## src/rtl/writeback_stage.sv

```systemverilog
// Final pipeline stage: MEM/WB register, result select, load alignment/extension,
// misaligned-load detection and retired-instruction counter.
module writeback_stage #(
    parameter int unsigned CNT_W = 64
) (
    input  logic             clk,
    input  logic             rst,
    input  logic             flush,
    input  logic             mem_valid,
    input  logic             mem_reg_write,
    input  logic             mem_to_reg,
    input  logic             mem_jump,
    input  logic [4:0]       mem_rd,
    input  logic [2:0]       mem_funct3,
    input  logic [31:0]      mem_alu_result,
    input  logic [31:0]      mem_rdata,
    input  logic [31:0]      mem_pc_plus4,
    output logic             RegWrite_WB,
    output logic [4:0]       reg_write_addr,
    output logic [31:0]      reg_write_data,
    output logic             load_misaligned,
    output logic [CNT_W-1:0] instret
);

    localparam logic [2:0] F3Lb  = 3'b000;
    localparam logic [2:0] F3Lh  = 3'b001;
    localparam logic [2:0] F3Lw  = 3'b010;
    localparam logic [2:0] F3Lbu = 3'b100;
    localparam logic [2:0] F3Lhu = 3'b101;

    logic             r_valid;
    logic             r_reg_write;
    logic             r_mem_to_reg;
    logic             r_jump;
    logic [4:0]       r_rd;
    logic [2:0]       r_funct3;
    logic [31:0]      r_alu;
    logic [31:0]      r_rdata;
    logic [31:0]      r_pc_plus4;
    logic [CNT_W-1:0] r_instret;

    logic [1:0]  w_off;
    logic [31:0] w_byte_shift;
    logic [7:0]  w_byte;
    logic [15:0] w_half;
    logic [31:0] w_load;
    logic [31:0] w_result;
    logic        w_misaligned;
    logic        w_retire;

    // MEM/WB pipe register; flush overrides mem_valid
    always_ff @(posedge clk or negedge rst) begin
        if (!rst) begin
            r_valid      <= 1'b0;
            r_reg_write  <= 1'b0;
            r_mem_to_reg <= 1'b0;
            r_jump       <= 1'b0;
            r_rd         <= 5'd0;
            r_funct3     <= 3'd0;
            r_alu        <= 32'd0;
            r_rdata      <= 32'd0;
            r_pc_plus4   <= 32'd0;
        end else begin
            r_valid      <= mem_valid & ~flush;
            r_reg_write  <= mem_reg_write;
            r_mem_to_reg <= mem_to_reg;
            r_jump       <= mem_jump;
            r_rd         <= mem_rd;
            r_funct3     <= mem_funct3;
            r_alu        <= mem_alu_result;
            r_rdata      <= mem_rdata;
            r_pc_plus4   <= mem_pc_plus4;
        end
    end

    // Load alignment/extension, misalignment detection and result select
    always_comb begin
        w_off        = r_alu[1:0];
        w_byte_shift = r_rdata >> {w_off, 3'b000};
        w_byte       = w_byte_shift[7:0];
        w_half       = w_off[1] ? r_rdata[31:16] : r_rdata[15:0];

        case (r_funct3)
            F3Lb:    w_load = {{24{w_byte[7]}}, w_byte};
            F3Lh:    w_load = {{16{w_half[15]}}, w_half};
            F3Lw:    w_load = r_rdata;
            F3Lbu:   w_load = {24'd0, w_byte};
            F3Lhu:   w_load = {16'd0, w_half};
            default: w_load = r_rdata;
        endcase

        w_misaligned = r_valid & r_mem_to_reg &
                       ((((r_funct3 == F3Lh) | (r_funct3 == F3Lhu)) & w_off[0]) |
                        ((r_funct3 == F3Lw) & (w_off != 2'd0)));

        if (r_jump) begin
            w_result = r_pc_plus4;
        end else if (r_mem_to_reg) begin
            w_result = w_load;
        end else begin
            w_result = r_alu;
        end

        w_retire = r_valid & ~w_misaligned;
    end

    // Retired-instruction counter; wraps naturally at 2^CNT_W
    always_ff @(posedge clk or negedge rst) begin
        if (!rst) begin
            r_instret <= '0;
        end else if (w_retire) begin
            r_instret <= r_instret + CNT_W'(1);
        end
    end

    // Register-file write port, forced to zero when the entry is not valid
    always_comb begin
        RegWrite_WB     = r_valid & r_reg_write & (r_rd != 5'd0) & ~w_misaligned;
        reg_write_addr  = r_valid ? r_rd : 5'd0;
        reg_write_data  = r_valid ? w_result : 32'd0;
        load_misaligned = w_misaligned;
        instret         = r_instret;
    end

endmodule
```

## config.mk

```make
export PLATFORM = sky130hd
export DESIGN_NAME = writeback_stage
export DESIGN_NICKNAME = d
export VERILOG_FILES = /design/src/rtl/writeback_stage.sv
export SDC_FILE = /design/constraint.sdc
export NUM_CORES = 1
export LEC_CHECK = 0
export BUFFER_PORTS_ARGS = -buffer_cell sky130_fd_sc_hd__buf_2
export CORE_MARGIN = 3
export CORE_UTILIZATION = 45
export CTS_CLUSTER_DIAMETER = 50
export CTS_CLUSTER_SIZE = 25
export DETAILED_ROUTE_END_ITERATION = 16
export HOLD_SLACK_MARGIN = 0.03
export PLACE_DENSITY = 0.79
export SYNTH_ARGS = -nofsm -noshare
export SYNTH_HDL_FRONTEND = slang
export SYNTH_SLANG_ARGS = --single-unit
```

## constraint.sdc

```tcl
create_clock -name clk -period 1.8 [get_ports clk]
set_input_delay 0.09 -clock clk [delete_from_list [all_inputs] [get_ports clk]]
set_output_delay 0.09 -clock clk [all_outputs]
set_load 0.01 [all_outputs]
```

==> out/qor.txt <==
Hpwl dp = 15600 µm
Failing checks = setup timing
Initial antenna violation count = 1
Max-Cap Viols = 0
Hold Fails Final Rpt = 0
Slew Viols, Final = 0
Final cycle utilization of the critical path = 124%
Crit Path Max Fanout = 5
Register area share after synthesis = 59.2%
Crit path launch type = flop
Commonest non-fill, non-tap cells in the layout = buf_2 (211), dfrtp_1 (165), dlygate4sd3_1 (110)
CTS tree = done
Fin crit period = 2.23 ns
Status = finished with violations
Req. time, crit path = 1.71 ns
CORE AREA = 15500 µm²
Synth Instances = 662
Crit Path Category = reg2out
Ys Warns = 0
Clock transition at the registers of the reported paths = 0.06 ns
Via count = 7221
Die ar. = 17700 µm²
Final nets = 1210
Syn_nets = 774
Most common cell after layout, fill and taps aside = buf_2
Setup TNS = -14.77 ns
Post-route ant nets = 0
Routability cong. = 0.848
EDFF count, synth = 0
Rel. slew slack = 69.0%
FMAX = 0.449 GHz
Layout area overhead = 64.3%
Hold Crit Class = in2async
Actual slew at the worst max-slew pin = 0.460 ns
Yosys reg bits = 172
PwrDens = 765 nW/µm²
Initial drt markers = 451
Setup WS pre-CTS = -0.144 ns
CP Capture Type = output pin
Max reg flops = 64
Num CTS Buffers = 17
Clock Skew = 0.0124 ns
H-tree depth = 4
Syn Area/Cell = 11.0 µm²
DRC viols = 0
Share of cells above drive strength 1 = 44.6%
Clock Sink Count = 172
RSZ-0062 raised after global routing = yes
Pre-Repair DR Iteration Count = 5
Asr flop ratio synth = 100%
Clock latency on the worst-skew pair = 0.43 ns
Final worst setup slack = -0.427 ns
Io pins = 214
P_leak = 6.00 nW
GRT Util Overall = 29.5%
Area of the mapped netlist = 7270 µm²
Die Wd = 133 µm
Primary FF master, synth = dfrtp_1
Chip height = 133 µm
# port buffers = 213
Post-DR wirelength/cell = 20.4 µm
WP data arrival = 2.14 ns
Largest net degree at the start of global routing = 44
Peak VDD IR = 0.652 mV
Total power = 9.13 mW
Maximum root-to-sink buffer count = 2
Vias in the first global route = 7643
Number of vias per cell = 5.46
Post-Route WL = 27000 µm
Initial Util = 46.9%
Synth cell types = 55
Root Buffer = clkbuf_16
First-pass GRT wire length = 40800 µm
Total gr overflow = 0
Cell Rows = 45
Setup violations, final = 74
-- report_power, final --
group	switching (mW)	total [mW]	internal [mW]
Clock	1.52	3.67	2.15
Combinational	0.659	1.30	0.645
Sequential	0.111	4.15	4.04
-- worst paths after layout --
path	endpoint	slack, ns	from	depth (start not counted)
setup / recovery	reg_write_data[0]	-0.43	r_funct3[0]	7
hold / removal	r_alu[6]	0.16	rst	2
setup reg to reg	instret[28]	-0.19	r_alu[0]	9
hold reg to reg	instret[63]	0.47	instret[63]	1
max in group asynchronous	r_rdata[10]	0.99	rst	3
min in group clk	r_alu[8]	0.30	mem_alu_result[8]	2
-- routing by layer --
layer	track usage [%]	vias to the layer above	share of wire [%]
met4	11.1	0	3.4
li1	-	3207	-
met1	33.9	3565	36
met5	0	-	0
met3	6.46	67	7.1
met2	53.4	382	53
-- cell type report --
cell class              instances  area (µm²)
flip-flops and latches        172        4310
clock inverters                10         113
diodes                          1        2.50
well taps                     211         264
fillers                       912        3540
repair buffers                448        3290
clock buffers                  22         474
multi-input cells             449        3440
inverters                      10        37.5
-- synth_stat cells, types with 3 or more instances --
cell type	instances	area share, %
nor4_1	8	0.69
o211ai_1	6	0.62
nor3_1	21	1.4
buf_2	4	0.28
nand2b_1	19	1.6
nor2b_1	10	0.86
and3_1	6	0.52
clkbuf_1	24	1.2
and2_1	6	0.52
nand4_1	22	1.9
o21ai_0	47	3.2
inv_1	10	0.52
nand2_1	53	2.7
a21oi_1	55	3.8
xnor2_1	16	1.9
nand3_1	28	1.9
mux2_2	7	1.1
o22ai_1	16	1.4
dfrtp_1	172	59
nor4_2	4	0.69
nor2_1	35	1.8
xor2_1	47	5.7
nor3_2	3	0.41
nor3b_1	6	0.62
-- timing repair --
item / CTS / global route
pin swaps: 27 / 29
setup buffers: 11 / 11
setup endpoints to repair: 74 / 90
resized for setup: 71 / 86
hold buffers: 110 / 0
gates cloned: 1 / 2
hold endpoints to repair: 280 / 0
-- logic make-up after synthesis --
logic type	share of synthesized area, %
AOI/OAI and AO/OA	10.5
buffers and inverters	2.36
and+or+nand+nor	18.4
adders and majority gates	0.172
xor gates and xnor gates	7.59
muxes	1.70
DFF	59.2
-- metrics by stage --
| step | area [µm²] | util [%] | hold slack (ns) | cells |
|---|---|---|---|---|
| global placement | 9350 | 60.4 | 0.0258 | 1155 |
| detailed placement | 9350 | 60.4 | 0.0302 | 1155 |
| global route | 11900 | 77.1 | 0.175 | 1323 |
| CTS | 11400 | 73.9 | 0.147 | 1309 |
| finish | 11900 | 77.1 | 0.162 | 1323 |
| floorplan | 7340 | - | -0.206 | 662 |
-- critical path, stage by stage (launching register included) --
cell,delay [ns]
dfrtp_2,0.44
buf_6,0.13
nor2b_4,0.15
mux4_2,0.50
nand2_1,0.07
a311o_1,0.20
a21boi_1,0.07
buf_2,0.15
Note: power is estimated with default switching activity, not from simulation.
